File: src/rtl/calc_pkg.sv
// Shared types and constants for the four-function calculator: sequencer
// state encoding, datapath widths, error codes and ALU operator codes.
package calc_pkg;

  localparam int OPND_W = 13;
  localparam int RES_W  = 25;

  typedef enum logic [2:0] {
    ENTER_A = 3'd0,
    ENTER_B = 3'd1,
    LOAD_B  = 3'd2,
    EXEC    = 3'd3,
    SHOW_R  = 3'd4,
    ERR     = 3'd5
  } state_e;

  localparam logic [1:0] ERR_NONE    = 2'd0;
  localparam logic [1:0] ERR_TIMEOUT = 2'd1;
  localparam logic [1:0] ERR_MEM_OVF = 2'd2;

  localparam logic [3:0] OP_ADD = 4'd0;
  localparam logic [3:0] OP_SUB = 4'd1;
  localparam logic [3:0] OP_MUL = 4'd2;
  localparam logic [3:0] OP_DIV = 4'd3;

endpackage

File: src/rtl/calc_timeout_ctr.sv
// Clear/enable cycle counter that saturates at TIMEOUT and flags the terminal
// count; used to bound how long the sequencer waits on the ALU.
module calc_timeout_ctr #(
  parameter int TIMEOUT = 16
) (
  input  logic clk,
  input  logic rst_n,
  input  logic clr,
  input  logic en,
  output logic tc
);

  localparam int CNT_W = $clog2(TIMEOUT + 1);
  localparam logic [CNT_W-1:0] TERM = CNT_W'(TIMEOUT);

  logic [CNT_W-1:0] cnt;

  always_ff @(posedge clk) begin
    if (!rst_n || clr) begin
      cnt <= '0;
    end else if (en && (cnt != TERM)) begin
      cnt <= cnt + 1'b1;
    end
  end

  assign tc = (cnt == TERM);

endmodule

File: src/rtl/calc_sequencer.sv
// Calculator control FSM: key pulses to register-bank load strobes, ALU
// start/done handshake, memory register. Memory feature gated by CALC_MEMORY_EN.
module calc_sequencer
  import calc_pkg::*;
#(
  parameter int TIMEOUT = 16
) (
  input  logic                     clk,
  input  logic                     rst_n,
  input  logic                     btn_op,
  input  logic                     btn_equal,
  input  logic                     btn_clear,
  input  logic                     btn_new,
  input  logic                     btn_mr,
  input  logic                     btn_ms,
  input  logic [3:0]               op_code,
  input  logic signed [RES_W-1:0]  result,
  input  logic                     alu_done,
  output logic                     ld_a,
  output logic                     ld_b,
  output logic                     ld_op,
  output logic                     ld_r,
  output logic                     ld_m,
  output logic                     alu_start,
  output logic signed [OPND_W-1:0] memory,
  output logic                     busy,
  output logic                     error,
  output logic [1:0]               err_code,
  output logic [2:0]               state
);

  state_e st;
  logic   tmo;
  logic   unused_inputs;

  // Only the highest-priority key in a cycle acts (clear > equal > op > new > mr > ms).
  logic key_equal, key_op, key_new;
  assign key_equal = btn_equal & ~btn_clear;
  assign key_op    = btn_op & ~(btn_clear | btn_equal);
  assign key_new   = btn_new & ~(btn_clear | btn_equal | btn_op);

`ifdef CALC_MEMORY_EN
  logic                     key_mr, key_ms;
  logic                     b_from_mem;
  logic signed [OPND_W-1:0] mem_q;

  assign key_mr = btn_mr & ~(btn_clear | btn_equal | btn_op | btn_new);
  assign key_ms = btn_ms & ~(btn_clear | btn_equal | btn_op | btn_new | btn_mr);
  assign memory = mem_q;
  assign unused_inputs = ^op_code;

  function automatic logic fits_opnd(input logic signed [RES_W-1:0] v);
    return (&v[RES_W-1:OPND_W-1]) | ~(|v[RES_W-1:OPND_W-1]);
  endfunction
`else
  assign memory = '0;
  assign unused_inputs = ^{op_code, result, btn_mr, btn_ms};
`endif

  calc_timeout_ctr #(.TIMEOUT(TIMEOUT)) u_tmo (
    .clk   (clk),
    .rst_n (rst_n),
    .clr   (st == LOAD_B),
    .en    (st == EXEC),
    .tc    (tmo)
  );

  always_ff @(posedge clk) begin
    if (!rst_n) begin
      st        <= ENTER_A;
      ld_a      <= 1'b0;
      ld_b      <= 1'b0;
      ld_op     <= 1'b0;
      ld_r      <= 1'b0;
      ld_m      <= 1'b0;
      alu_start <= 1'b0;
      err_code  <= ERR_NONE;
`ifdef CALC_MEMORY_EN
      mem_q      <= '0;
      b_from_mem <= 1'b0;
`endif
    end else begin
      ld_a      <= 1'b0;
      ld_b      <= 1'b0;
      ld_op     <= 1'b0;
      ld_r      <= 1'b0;
      ld_m      <= 1'b0;
      alu_start <= 1'b0;
      if (btn_clear) begin
        st       <= ENTER_A;
        err_code <= ERR_NONE;
`ifdef CALC_MEMORY_EN
        b_from_mem <= 1'b0;
`endif
      end else begin
        unique case (st)
          ENTER_A: begin
            if (key_op) begin
              ld_a  <= 1'b1;
              ld_op <= 1'b1;
              st    <= ENTER_B;
            end
          end
          ENTER_B: begin
            if (key_equal) begin
              st <= LOAD_B;
`ifdef CALC_MEMORY_EN
              ld_b <= ~b_from_mem;
`else
              ld_b <= 1'b1;
`endif
            end else if (key_op) begin
              ld_op <= 1'b1;
`ifdef CALC_MEMORY_EN
            end else if (key_mr) begin
              ld_m       <= 1'b1;
              b_from_mem <= 1'b1;
`endif
            end
          end
          LOAD_B: begin
            alu_start <= 1'b1;
            st        <= EXEC;
          end
          // Done wins over a coinciding terminal count.
          EXEC: begin
            if (alu_done) begin
              ld_r <= 1'b1;
              st   <= SHOW_R;
            end else if (tmo) begin
              err_code <= ERR_TIMEOUT;
              st       <= ERR;
            end
          end
          SHOW_R: begin
            if (key_new) begin
              st <= ENTER_A;
`ifdef CALC_MEMORY_EN
              b_from_mem <= 1'b0;
            end else if (key_ms) begin
              if (fits_opnd(result)) begin
                mem_q <= result[OPND_W-1:0];
              end else begin
                err_code <= ERR_MEM_OVF;
                st       <= ERR;
              end
`endif
            end
          end
          ERR: ;
          default: st <= ENTER_A;
        endcase
      end
    end
  end

  assign busy  = (st == EXEC);
  assign error = (st == ERR);
  assign state = st;

endmodule

File: config.mk
export PLATFORM = sky130hd
export DESIGN_NAME = calc_sequencer
export DESIGN_NICKNAME = d
export VERILOG_FILES = /design/src/rtl/calc_pkg.sv /design/src/rtl/calc_timeout_ctr.sv /design/src/rtl/calc_sequencer.sv
export SDC_FILE = /design/constraint.sdc
export NUM_CORES = 1
export LEC_CHECK = 0
export ABC_AREA = 1
export BUFFER_PORTS_ARGS = -buffer_cell sky130_fd_sc_hd__buf_2
export CAP_MARGIN = 5
export CELL_PAD_IN_SITES_DETAIL_PLACEMENT = 0
export CELL_PAD_IN_SITES_GLOBAL_PLACEMENT = 1
export CORE_MARGIN = 4
export CORE_UTILIZATION = 25
export DETAILED_ROUTE_END_ITERATION = 10
export PLACE_DENSITY = 0.89
export SETUP_SLACK_MARGIN = 0.2
export SYNTH_ARGS = -nofsm -noshare
export SYNTH_HDL_FRONTEND = slang
export SYNTH_SLANG_ARGS = --single-unit
File: constraint.sdc
create_clock -name clk -period 2.67 [get_ports clk]
set_clock_uncertainty 0.1 [all_clocks]
set_input_delay 0.4005 -clock clk [delete_from_list [all_inputs] [get_ports clk]]
set_output_delay 0.4005 -clock clk [all_outputs]
set_load 0.1 [all_outputs]
# ---- Yosys cells after proc, flatten, opt, wreduce, memory -nomap -nowiden
# Cells that the tools add are included.
dict set report word_totals {
  register_bits 14
  in_bits 38
  output_inout_bits 26
  wordCells 56
}
dict set report classes {
  addsub 1
  n_eq_ne 11
  n_mux 12
  bitwise 14
  n_reduce_logical 10
}
# op count
set ops {}
lappend ops {{3-bit case mux with 6 select lines} 1}
lappend ops {{3-bit 2-to-1 mux} 5}
lappend ops {{1-bit inverter} 9}
lappend ops {{3-bit OR reduction} 3}
lappend ops {{3-bit by 2-bit == test with 1-bit output (second input constant)} 2}
lappend ops {{3-bit == test (second input constant)} 2}
lappend ops {{2-bit != test (second input constant)} 3}
lappend ops {{5-bit by 1-bit adder with 5-bit output (second input constant)} 1}
lappend ops {{5-bit == test (second input constant)} 1}
lappend ops {{1-bit 2-to-1 mux} 5}
lappend ops {{5-bit != test (second input constant)} 1}
lappend ops {{5-bit AND reduction} 1}
lappend ops {{1-bit AND} 3}
lappend ops {{3-bit by 1-bit == test with 1-bit output (second input constant)} 1}
lappend ops {{3-bit zero test} 1}
lappend ops {{3-bit != test (second input constant)} 1}
lappend ops {{3-bit AND reduction} 1}
lappend ops {{1-bit bitwise OR} 2}
lappend ops {{1-bit case mux with 2 select lines} 1}
lappend ops {{2-bit OR reduction} 1}
lappend ops {{1-bit logical AND} 1}
lappend ops {{1-bit zero test} 1}
lappend ops {{1-bit logical OR} 1}

# ---- Depth between registers and ports, before layout
dict set report logic_depth {
  word_depth 6
  ltp_mapped 7
  mapped_depth_nobuf 7
}

# ---- Hierarchy
# Synthesis repeated with hierarchy kept, for this count alone.
dict set report unflattened {
  hier_cells 117
  area_unflattened_um2 835.8
}
# mod instances cells_per_inst area_each_um2 seq_area_each_um2
set modules_own_cells {}
lappend modules_own_cells {calc_sequencer 1 75 550.5 180.2}
lappend modules_own_cells {calc_timeout_ctr 1 42 285.3 100.1}

# ---- Least setup slack after synthesis
# Ideal clock, no wire load.
dict set report synth_timing {
  path_kind {reg2out}
  start {register st[0], in the netlist state[0]}
  end {output error}
  t_arrival_ns 3.383
  t_required_ns 2.169
  path_slack_ns -1.214
  path_stages_with_launch 3
  path_buffers 0
  cell_sequence {dfxtp_1 > inv_1 > nor3_1}
}
dict set report synth_via {
  elab_chain_cells 1
}
# item line_no
set synth_rtl {}
lappend synth_rtl {{start: declaration} calc_sequencer.sv:32} ;# state_e st;
lappend synth_rtl {{start signal: assignment} calc_sequencer.sv:70} ;# st <= ENTER_A;
lappend synth_rtl {{start signal: assignment} calc_sequencer.sv:90} ;# st <= ENTER_A;
lappend synth_rtl {{start signal: assignment} calc_sequencer.sv:101} ;# st <= ENTER_B;
lappend synth_rtl {{3-bit == test} calc_sequencer.sv:158} ;# assign error = (st == ERR);
lappend synth_rtl {{end: declaration} calc_sequencer.sv:27} ;# output logic error,
# Every way passes these cells.

# ---- Final worst setup path
dict set report layout_timing {
  start {register st[1], in the netlist state[1]}
  end {output busy}
}
dict set report layout_via {
  elab_chain_cells 1
}
# item line_no
set layout_rtl {}
lappend layout_rtl {{3-bit by 2-bit == test with 1-bit output} calc_sequencer.sv:157} ;# assign busy = (st == EXEC);
lappend layout_rtl {{end: declaration} calc_sequencer.sv:26} ;# output logic busy,
# Every way passes these cells.

==> impl_metrics.json <==
{
  "cts.hold.buffers_added": 0,
  "rsz0062_at_grt": "false",
  "row_count": 20,
  "path_class": "reg2out",
  "synth-async-reset-ratio_pct": 0,
  "first_pass_iters": 4,
  "gp_congestion": 0.733,
  "p_leak_nw": 0.437,
  "fmax_mhz": 489,
  "syn_inst": 111,
  "synth_top_cell_by_area": "dfxtp_1",
  "min_path_type": "in2reg",
  "portBuffers": 17,
  "cp-end-kind": "output port",
  "avgSynthCellArea_um2": 7.10,
  "yosysTopAreaCellShare_pct": 35.6,
  "synth_area_leaders": "dfxtp_1, buf_4, nor2_1",
  "synth.distinct_cells": 21,
  "core_um2": 3030,
  "antenna_found_initial": 0,
  "die_h_um": 64.2,
  "viasPerCell": 3.78,
  "grt_start_max_net_pins": 10,
  "cts_buffers": 3,
  "wire_per_inst_um": 8.47,
  "yosys_warnings": 0,
  "finalHoldViolations": 0,
  "hpwl_um": 1200,
  "syn_area_um2": 788,
  "insertion_delay_ns": 0.28,
  "ys.flop_type": "dfxtp_1",
  "cts_resized": 0,
  "ant_nets": 0,
  "num_vias": 661,
  "setup_viol": 0,
  "final_layout_size_suffix_gt1_share_pct": 22.9,
  "root_buffer": "clkbuf_4",
  "gr-usage-all-layers_pct": 7.63,
  "ys_ff_latch": 14,
  "final_util_pct": 30.3,
  "yosys-top-cells-count": "nor2_1, nand2_1, buf_4, dfxtp_1, inv_1",
  "clock-sinks": 14,
  "tns_ns": 0,
  "outcome": "complete, no violations",
  "synth_most_common_cell": "nor2_1",
  "start_kind": "flip-flop",
  "htreeDepth": 1,
  "postCtsSetupRepairBufs": 0,
  "power.total_mw": 0.493,
  "grt_first_pass_wirelength_um": 2420,
  "arrival_ns": 1.54,
  "fin_crit_ns": 2.05,
  "clk_pin_slew_worst_paths_ns": 0.08,
  "dieArea_um2": 4120,
  "max-cap-violations": 0,
  "dr.first_iter.drc_count": 10,
  "gr-total-overflow": 0,
  "diodes": 0,
  "peakVddDrop_mv": 0.155,
  "area_growth_pct": 16.5,
  "finalNetCount": 172,
  "ios": 64,
  "wirelength_um": 1480,
  "grt_pass1_vias": 589,
  "cts_tree": "yes",
  "seq_area_frac_synth_pct": 35.6,
  "path_max_fanout": 7,
  "synth_edf_count": 0,
  "drv_slew": 0,
  "power_density_nw_per_um2": 536,
  "clock_path_buffers": 2,
  "die_x_um": 64.2,
  "start_util_pct": 26.0,
  "period_share_pct": 76.6,
  "required_ns": 2.17,
  "remaining_drc_errors": 0
}
==> worst paths after layout <==
check	startpoint	cells after the start	endpoint	slack [ns]
setup reg to reg	u_tmo.cnt[0]	6	u_tmo.cnt[1]	1.31
setup / recovery	state[1]	3	busy	0.62
hold / removal	btn_equal	3	ld_b	0.29
hold reg to reg	err_code[0]	2	err_code[0]	0.39
==> state kept, by name, indices dropped and copies added, names as in the netlist <==
register and flops:
ld_b 1, err_code 1, state 3, ld_r 1
u_tmo.cnt 5, ld_op 1, ld_a 1, alu_start 1
==> logic make-up (layout without fill, tap and decap cells) <==
| kind of cell | Yosys count | in the layout | share of synthesized area [%] |
|---|---|---|---|
| AND/OR/NAND/NOR | 55 | 55 | 31.6 |
| XOR/XNOR | 2 | 2 | 2.22 |
| buffers and inverters | 28 | 34 | 20.5 |
| flip-flops | 14 | 14 | 35.6 |
| AO/OA/AOI/OAI | 9 | 9 | 6.51 |
| other | 1 | 15 | 0.476 |
| adder cells (fa/ha/maj) | 2 | 2 | 3.17 |
==> routing by layer <==
layer | share of wire (%) | wire (µm) | vias up | track usage, %
met5 | 0 | 0 | - | 0
li1 | - | - | 357 | -
met1 | 45 | 661 | 286 | 8.69
met4 | 1.6 | 24 | 0 | 4.75
met2 | 49 | 725 | 16 | 12.5
met3 | 4.7 | 69 | 2 | 2.11
==> cell type report <==
type                       count  area [µm²]
sequential                    14         283
fill                         354        2110
multi-input combinational     83         410
clock buffer                   4        36.3
timing repair buffer          17        85.1
inverter                      13        48.8
tap                           44        55.1
==> critical path, cell delays in order (launching register included) <==
cell and delay, ns:
dfxtp_1 0.50, nand2_2 0.12, nor2_4 0.18, buf_2 0.46
==> metrics by stage <==
stage,setup WS [ns],area [µm²],std cells,hold WS (ns)
2_1_floorplan,0.266,855,125,0.364
3_3_place_gp,0.919,882,171,0.358
3_5_place_dp,0.915,882,171,0.373
4_1_cts,0.595,918,175,0.281
5_1_grt,0.497,918,175,0.301
6_report,0.625,918,175,0.290
==> power breakdown <==
part	internal, mW	switching (mW)
clock	0.0829	0.0683
combinational	0.00981	0.119
sequential	0.210	0.00207
==> placed cells by master, fill, tap and decap left out, drive strengths merged <==
cell / Yosys / layout
buf: 15 / 17
nor2: 21 / 21
a21oi: 5 / 5
ha: 2 / 2
conb: 1 / 15
o21ai: 3 / 3
nand2: 19 / 19
xor2: 1 / 1
nor3: 3 / 3
a211oi: 1 / 1
clkbuf: 0 / 4
nand3: 11 / 11
nor4: 1 / 1
xnor2: 1 / 1
inv: 13 / 13
dfxtp: 14 / 14
Note: power is estimated with default switching activity, not from simulation.
